==> src/rtl/square_colour_ctrl.sv <==
// Pushbutton controller for the three-square colour display: synchronises buttons,
// applies one action per press with a lockout, and optionally detects a row match (SQUARE_MATCH_EN).
module square_colour_ctrl #(
    parameter int TICK_DIV      = 100000,
    parameter int LOCKOUT_TICKS = 200,
    parameter int NUM_COLOURS   = 6
) (
    input  logic       CLK,
    input  logic       reset_n,
    input  logic       btn_up,
    input  logic       btn_centre,
    input  logic       btn_down,
    output logic [1:0] sel,
    output logic [2:0] colour0,
    output logic [2:0] colour1,
    output logic [2:0] colour2,
    output logic       match,
    output logic [2:0] match_colour,
    output logic       action
);

    localparam int DIV_W = (TICK_DIV > 1) ? $clog2(TICK_DIV) : 1;
    localparam int CNT_W = $clog2(LOCKOUT_TICKS + 1);
    localparam logic [DIV_W-1:0] DIV_LAST   = DIV_W'(TICK_DIV - 1);
    localparam logic [CNT_W-1:0] CNT_LAST   = CNT_W'(LOCKOUT_TICKS - 1);
    localparam logic [2:0]       MAX_COLOUR = 3'(NUM_COLOURS - 1);

    typedef enum logic [1:0] {
        IDLE     = 2'd0,
        LOCK     = 2'd1,
        WAIT_REL = 2'd2
    } state_t;

    state_t           state;
    logic [DIV_W-1:0] div;
    logic [CNT_W-1:0] cnt;
    logic [2:0]       sync_meta;
    logic [2:0]       sync_lvl;
    logic             s_up;
    logic             s_centre;
    logic             s_down;
    logic             any_btn;
    logic             tick;

    // Bit order {up, centre, down} through a two-flop synchroniser.
    always_ff @(posedge CLK or negedge reset_n) begin
        if (!reset_n) begin
            sync_meta <= '0;
            sync_lvl  <= '0;
        end else begin
            // NOTE: non-blocking assignments make sync_lvl take the pre-edge sync_meta, giving a true two-stage chain.
            sync_meta <= {btn_up, btn_centre, btn_down};
            sync_lvl  <= sync_meta;
        end
    end

    assign s_up     = sync_lvl[2];
    assign s_centre = sync_lvl[1];
    assign s_down   = sync_lvl[0];
    assign any_btn  = s_up | s_centre | s_down;
    assign tick     = (div == DIV_LAST);

    function automatic logic [2:0] next_colour(input logic [2:0] c);
        return (c == MAX_COLOUR) ? 3'd0 : c + 3'd1;
    endfunction

    always_ff @(posedge CLK or negedge reset_n) begin
        if (!reset_n) begin
            state   <= IDLE;
            div     <= '0;
            cnt     <= '0;
            sel     <= 2'd0;
            colour0 <= 3'd0;
            colour1 <= 3'd0;
            colour2 <= 3'd0;
            action  <= 1'b0;
        end else begin
            action <= 1'b0;
            case (state)
                IDLE: begin
                    if (any_btn) begin
                        action <= 1'b1;
                        div    <= '0;
                        cnt    <= '0;
                        state  <= LOCK;
                        if (s_centre) begin
                            case (sel)
                                2'd0:    colour0 <= next_colour(colour0);
                                2'd1:    colour1 <= next_colour(colour1);
                                default: colour2 <= next_colour(colour2);
                            endcase
                        end else if (s_up) begin
                            sel <= (sel == 2'd0) ? 2'd2 : sel - 2'd1;
                        end else if (s_down) begin
                            sel <= (sel == 2'd2) ? 2'd0 : sel + 2'd1;
                        end
                    end
                end
                LOCK: begin
                    if (tick) begin
                        div <= '0;
                        cnt <= cnt + CNT_W'(1);
                        // Leaving on the last tick makes LOCK exactly LOCKOUT_TICKS*TICK_DIV cycles long.
                        if (cnt == CNT_LAST) state <= WAIT_REL;
                    end else begin
                        div <= div + DIV_W'(1);
                    end
                end
                WAIT_REL: begin
                    if (!any_btn) state <= IDLE;
                end
                default: state <= IDLE;
            endcase
        end
    end

`ifdef SQUARE_MATCH_EN
    always_ff @(posedge CLK or negedge reset_n) begin
        if (!reset_n) begin
            match        <= 1'b0;
            match_colour <= 3'd0;
        end else begin
            match        <= (colour0 == colour1) && (colour1 == colour2) && (colour0 != 3'd0);
            match_colour <= ((colour0 == colour1) && (colour1 == colour2)) ? colour0 : 3'd0;
        end
    end
`else
    assign match        = 1'b0;
    assign match_colour = 3'd0;
`endif

endmodule
==> config.mk <==
export PLATFORM = sky130hd
export DESIGN_NAME = square_colour_ctrl
export DESIGN_NICKNAME = d
export VERILOG_FILES = /design/src/rtl/square_colour_ctrl.sv
export SDC_FILE = /design/constraint.sdc
export NUM_CORES = 1
export LEC_CHECK = 0
export ABC_CLOCK_PERIOD_IN_PS = 2200
export BUFFER_PORTS_ARGS = -buffer_cell sky130_fd_sc_hd__buf_2
export CAP_MARGIN = 25
export CELL_PAD_IN_SITES_DETAIL_PLACEMENT = 0
export CELL_PAD_IN_SITES_GLOBAL_PLACEMENT = 2
export CORE_MARGIN = 8
export CORE_UTILIZATION = 35
export DETAILED_ROUTE_END_ITERATION = 8
export GPL_TIMING_DRIVEN = 0
export PLACE_DENSITY = 0.76
export RECOVER_POWER = 50
export SYNTH_ARGS = -nofsm -noshare
export SYNTH_HDL_FRONTEND = slang
export SYNTH_SLANG_ARGS = --single-unit
==> constraint.sdc <==
create_clock -name CLK -period 2.2 [get_ports CLK]
set_input_delay 0.33 -clock CLK [delete_from_list [all_inputs] [get_ports CLK]]
set_output_delay 0.33 -clock CLK [all_outputs]
set_load 0.005 [all_outputs]
==> flow_summary.yaml, run 1 <==
grt:
  antenna_found_initial: 0
  grt_pass1_vias: 1576
  grt_start_max_net_pins: 46
  grt-ovfl-total: 0
  grt_use_total_pct: 9.28
  grt_pass1_wl_um: 7400
clock_tree:
  clk_latency_ps: 310
  clock-sinks: 45
  ctsResizeCount: 0
  cts_made_buffers: 5
  cts_tree: "done"
  cts_setup_buffers: 0
  clk_pin_slew_ps: 100
  cts-root-buf: "clkbuf_8"
  cts_hold_buf: 0
  clock_path_buffers: 2
  htreeDepth: 2
finish:
  regArea_sq_um: 1130
  nets: 248
  nFillCells: 658
  finish.utilization_pct: 40.7
  fin_cells: 316
  diodes: 0
  syn_to_final_growth_pct: 13.0
  drive_gt1_share_pct: 21.8
  multi_input_area_sq_um: 1090
min_path:
  hp-start: "btn_up"
  hold_path.class: "input pin to flip-flop"
  hold_depth: 1
  holdPathEnd: "sync_meta[2]"
power:
  clkPwrFrac_pct: 29.7
  peakVddDrop_uv: 381
  switching_share_pct: 30.9
  p_comb_share_pct: 15.0
  seqPwrFrac_pct: 55.3
  p_int_w: 0.00127
  p_leak_nw: 1.21
  total_power_w: 0.00184
  powerDensity_nw_per_um2: 714
  p_sw_w: 0.000568
worst_setup_path:
  cp-start-kind: "flip-flop"
  worst-path-max-fanout: 7
  end_kind: "flip-flop"
  required_ps: 2440
  crit_arrival_ps: 2240
  rr_startpoint: "div[0]"
  reg2reg_slack_ps: 190
  rr_worst_depth: 6
  timing.rr.end: "cnt[7]"
  worst-setup-path-type: "flip-flop to flip-flop"
timing:
  finalCriticalPeriod_ps: 2010
  setup_viol: 0
  slew_viol_final: 0
  max_slew.worst_pin.slew_ps: 772
  slew_headroom_pct: 48.5
  max_freq_mhz: 498
  fin_crit_sh_pct: 91.2
  fin_tns_setup_ps: 0
  skew_ps: 8.24
  finalHoldViolations: 0
  grt_setup_unrepaired: "false"
yosys:
  ys_async_sr_fraction_pct: 100
  synth_edf_count: 0
  ys_seq_area_share_pct: 49.5
  synth_top_cell_by_area: "dfrtp_1"
  ys_ff_latch: 45
  synth_area_per_cell_sq_um: 10.8
  synthMostInstantiatedCell: "dfrtp_1"
  yosys-top-cells-area: "dfrtp_1, nor4b_4, xor2_1, nand2_1, ha_1"
  synth_top_area_share_pct: 49.5
  ys.warnings.count: 0
  postSynthCellCount: 210
  syn_area_sq_um: 2280
  synth_cell_types: 46
  synthFlopType: "dfrtp_1"
  synth_common_cells: "dfrtp_1, nand2_1, nor2_1, nand3_1, a21oi_1"
routing:
  wire_per_inst_um: 13.5
  firstDrtPassIters: 4
  wirelength_um: 4270
  drc: 0
  via_count: 1579
  avgViaCountPerCell: 5.00
  ant_nets: 0
  drt_iter0_drc: 89
place:
  port_buffers: 16
  gp_congestion: 0.743
  dp_hpwl_um: 3140
  dp.cells: 306
die:
  design.die.area_sq_um: 9340
  fp.dieW_um: 96.7
  core-area_sq_um: 6310
  initial_core_util_pct: 36.1
  fp.dieH_um: 96.7
  io_pins: 21
  rows: 29
job:
  maxCapViolCount: 0
outcome:
  status: "finished clean"
area by class of cell:
class                           instances  area share, %
Inverter                                6          0.875
Timing Repair Buffer                   18           3.65
Sequential cell                        45           43.8
Multi-Input combinational cell        155           42.6
Tap cell                               77           3.75
Clock buffer                            5           2.68
Clock inverter                          3          0.973
Buffer                                  7           1.75
kinds of logic (layout without fill, tap and decap cells):
group	Yosys count	after routing	share of synthesized area (%)
AOI/OAI and AO/OA	33	33	9.40
xor gates and xnor gates	13	13	5.00
adders and majority gates	5	5	2.75
buffers and inverters	13	39	2.97
DFF	45	45	49.5
muxes	8	8	3.63
other	1	4	0.165
and+or+nand+nor	92	92	26.6
sequential cells by signal, summed over array words and instances, names as in the netlist, 3 cells and up:
signal / flops
cnt: 8
colour0: 3
colour2: 3
sync_meta: 3
sync_lvl: 3
div: 17
colour1: 3
power by group through the flow:
| stage | sequential [W] | clock (W) | combinational (W) |
|---|---|---|---|
| after floorplan | 0.00100 | 0 | 0.000219 |
| after global placement | 0.00103 | 0 | 0.000272 |
| after detailed placement | 0.00103 | 0 | 0.000277 |
| after CTS | 0.00101 | 0.000572 | 0.000278 |
| after global routing | 0.00103 | 0.000591 | 0.000313 |
| final | 0.00102 | 0.000546 | 0.000275 |
worst max-delay path by stage:
stage	from	endpoint	slack [ps]
after floorplan	div[0]	cnt[7]	500
after global placement	div[0]	cnt[7]	190
after detailed placement	div[0]	div[3]	210
after CTS	div[0]	div[9]	180
after global routing	div[0]	div[2]	30
final	div[0]	cnt[7]	190
critical path, stage by stage (launching register included):
cell     delay, ps
dfrtp_1        470
ha_1           350
and4_1         300
and4_1         260
nand2_2        130
nor3_2         230
mux2i_1        190
metrics by stage:
| step | hold WS, ps | setup slack, ps | area (sq um) |
|---|---|---|---|
| 6_report | 118 | 193 | 2570 |
| 4_1_cts | 105 | 178 | 2560 |
| 3_3_place_gp | 334 | 194 | 2460 |
| 5_1_grt | 105 | 27.2 | 2570 |
| 3_5_place_dp | 336 | 208 | 2460 |
| 2_1_floorplan | 34.4 | 503 | 2290 |
metal layers:
| layer | up-vias | wire length, um | track usage, % |
|---|---|---|---|
| met5 | - | 0 | 0 |
| met4 | 0 | 71 | 3.91 |
| met3 | 5 | 149 | 2.42 |
| met2 | 18 | 1980 | 14.9 |
| met1 | 754 | 2070 | 11.4 |
| li1 | 802 | - | - |
cell usage in the layout, fill, tap and decap left out, drive strengths merged, types with 6 or more instances in the layout:
cell,Yosys,final
xor2,8,8
inv,6,7
nor2,18,18
o21ai,9,9
dfrtp,45,45
clkbuf,1,8
mux2i,6,6
nand3,13,13
nand4,10,10
buf,6,21
nand2,20,20
a21oi,11,11
No activity file was read; power rests on OpenSTA's default activity.
==> run 2, diff against run 1 <==
--- a/config.mk
+++ b/config.mk
@@ -5,16 +5,17 @@
 export SDC_FILE = /design/constraint.sdc
 export NUM_CORES = 1
 export LEC_CHECK = 0
+export ABC_AREA = 1
 export ABC_CLOCK_PERIOD_IN_PS = 2200
 export BUFFER_PORTS_ARGS = -buffer_cell sky130_fd_sc_hd__buf_2
 export CAP_MARGIN = 25
 export CELL_PAD_IN_SITES_DETAIL_PLACEMENT = 0
 export CELL_PAD_IN_SITES_GLOBAL_PLACEMENT = 2
 export CORE_MARGIN = 8
-export CORE_UTILIZATION = 35
+export CORE_UTILIZATION = 34
 export DETAILED_ROUTE_END_ITERATION = 8
 export GPL_TIMING_DRIVEN = 0
-export PLACE_DENSITY = 0.76
+export PLACE_DENSITY = 0.82
 export RECOVER_POWER = 50
 export SYNTH_ARGS = -nofsm -noshare
 export SYNTH_HDL_FRONTEND = slang
==> run 2 against run 1 <==
  * First-iteration DRC count shrank 34%
  * Cell count grew 53%
  * Synthesized area grew 15%
  * Final area grew 16%
  * Critical path type unchanged
  * Critical endpoint is now div[16]
==> flow_summary.yaml, run 2 <==
grt:
  grt_pass1_wl_um: 10700
  use_met1_pct: 15.3
  met2_usage_pct: 19.8
  grt-ovfl-total: 0
  grt_use_total_pct: 11.9
  grt_pass1_vias: 2177
  grtUsageMet3_pct: 2.54
  grt-busiest-layer: "met2"
  grt_start_max_net_pins: 46
  antenna_found_initial: 0
routing:
  avgViaCountPerCell: 4.64
  ant_nets: 0
  drt_iter0_drc: 59
  drc: 0
  firstDrtPassIters: 4
  via_count: 2250
  wirelength_um: 6090
  wire_per_inst_um: 12.6
yosys:
  synth_xor_area_share_pct: 1.34
  synthMostInstantiatedCell: "nand2_1"
  ys_async_sr_fraction_pct: 100
  synth_top_family_by_area: "simple AND/OR/NAND/NOR gates"
  synthFlopType: "dfrtp_1"
  synthAdderAreaFrac_pct: 2.40
  synth_compound_gate_area_share_pct: 5.89
  synth_top_area_share_pct: 43.1
  yosys-top-cells-area: "dfrtp_1, nand2_1, nand3_1, nor2_1, inv_1"
  ys_seq_area_share_pct: 43.1
  synth_area_per_cell_sq_um: 7.36
  synth_edf_count: 0
  syn_area_sq_um: 2610
  postSynthCellCount: 355
  synth_common_cells: "nand2_1, nor2_1, dfrtp_1, nand3_1, inv_1"
  ys.warnings.count: 0
  synth_top_cell_by_area: "dfrtp_1"
  yosys.area_share.simple_pct: 38.0
  ys_ff_latch: 45
  synth_cell_types: 33
  muxShareOfSynthArea_pct: 0.431
worst_setup_path:
  crit_arrival_ps: 1840
  crit_buf_inv: 0
  cp_top_family: "simple AND/OR/NAND/NOR gates"
  slowest_delay_ps: 440
  cp_slowest_cell: "dfrtp_1"
  worst-path-max-fanout: 5
  required_ps: 2450
  worst-setup-path-type: "flip-flop to flip-flop"
  cp-start-kind: "flip-flop"
  worstPathCellList: "ha_1, nand2_1, nor2_1, nand2_1, nor2_1, nor2_1, nand3_1, nand2_1"
  end_kind: "flip-flop"
clock_tree:
  ctsResizeCount: 0
  htreeDepth: 2
  clk_latency_ps: 300
  cts_hold_buf: 0
  cts-root-buf: "clkbuf_8"
  cts_setup_buffers: 0
  cts_tree: "done"
  clock-sinks: 45
  clk_pin_slew_ps: 90
  clock_path_buffers: 2
  cts_made_buffers: 5
die:
  design.die.area_sq_um: 10700
  core-area_sq_um: 7570
  fp.dieW_um: 104
  initial_core_util_pct: 34.5
  fp.dieH_um: 104
  io_pins: 21
  rows: 32
timing:
  max_slew.worst_pin.slew_ps: 1290
  fin_crit_sh_pct: 72.3
  grt_setup_unrepaired: "false"
  slew_headroom_pct: 13.9
  whs_ps: 127
  finalCriticalPeriod_ps: 1590
  setup_viol: 0
  slew_viol_final: 0
  skew_ps: 5.36
  finalHoldViolations: 0
  max_freq_mhz: 628
  fin_tns_setup_ps: 0
finish:
  fin_cells: 485
  top_regs: "div: 17 flops, cnt: 8 flops"
  largest-register: "div"
  largest_reg_flops: 17
  fin_area_sq_um: 2970
  diodes: 0
  drive_gt1_share_pct: 14.4
  nFillCells: 816
  final_common_cell: "nand2_1"
  final_cell_mix: "nand2_1, nor2_1, dfrtp_1"
  syn_to_final_growth_pct: 13.8
  nets: 392
power:
  powerDensity_nw_per_um2: 751
  total_power_w: 0.00223
  peakVddDrop_uv: 322
  p_leak_nw: 1.43
place:
  dp.cells: 476
  dp_hpwl_um: 4420
  place_area_sq_um: 2830
  port_buffers: 16
  gp_congestion: 0.827
outcome:
  status: "finished clean"
job:
  maxCapViolCount: 0
min_path:
  hold_path.class: "input pin to flip-flop"
-- run 2: layout make-up --
cell class                 instances  area, sq um  area share, %
sequential                        45         1130           37.9
inverter                          41          154           5.18
clock buffer                       5         68.8           2.32
buffer                             9         72.6           2.44
multi-input combinational        263         1270           42.7
clock inverter                     3         68.8           2.32
timing repair buffer              17         83.8           2.82
tap                              102          128           4.29
-- run 2: final timing paths --
check	start	endpoint	slack (ps)	depth (start not counted)
max	div[0]	div[16]	610	8
min in group asynchronous	reset_n	colour1[1]	290	1
max reg2reg	div[0]	div[16]	610	8
min reg2reg	sync_meta[0]	sync_lvl[0]	360	0
max in group asynchronous	reset_n	cnt[4]	680	2
min	btn_down	sync_meta[0]	130	1
-- run 2: stage by stage --
step	worst slack [ps]	utilization (%)
5_1_grt	327	39.3
3_3_place_gp	606	37.4
4_1_cts	584	39.2
2_1_floorplan	838	-
3_5_place_dp	613	37.4
6_report	609	39.3
-- run 2: cells by family after synthesis --
group           Yosys count
xor+xnor                  4
buf+inv                  50
compound gates           27
mux                       1
flops                    45
other cells               1
fa+ha+maj                 5
simple gates            222
-- run 2: power by group --
part / internal (W) / switching (W)
Sequential: 0.000906 / 0.000105
Clock: 0.000458 / 0.000314
Combinational: 0.000162 / 0.000288
-- run 2: routing by layer --
| layer | up-vias | wire length (um) |
|---|---|---|
| li1 | 1177 | - |
| met1 | 1034 | 2980 |
| met2 | 34 | 2840 |
| met3 | 5 | 220 |
| met4 | 0 | 57 |
| met5 | - | 0 |
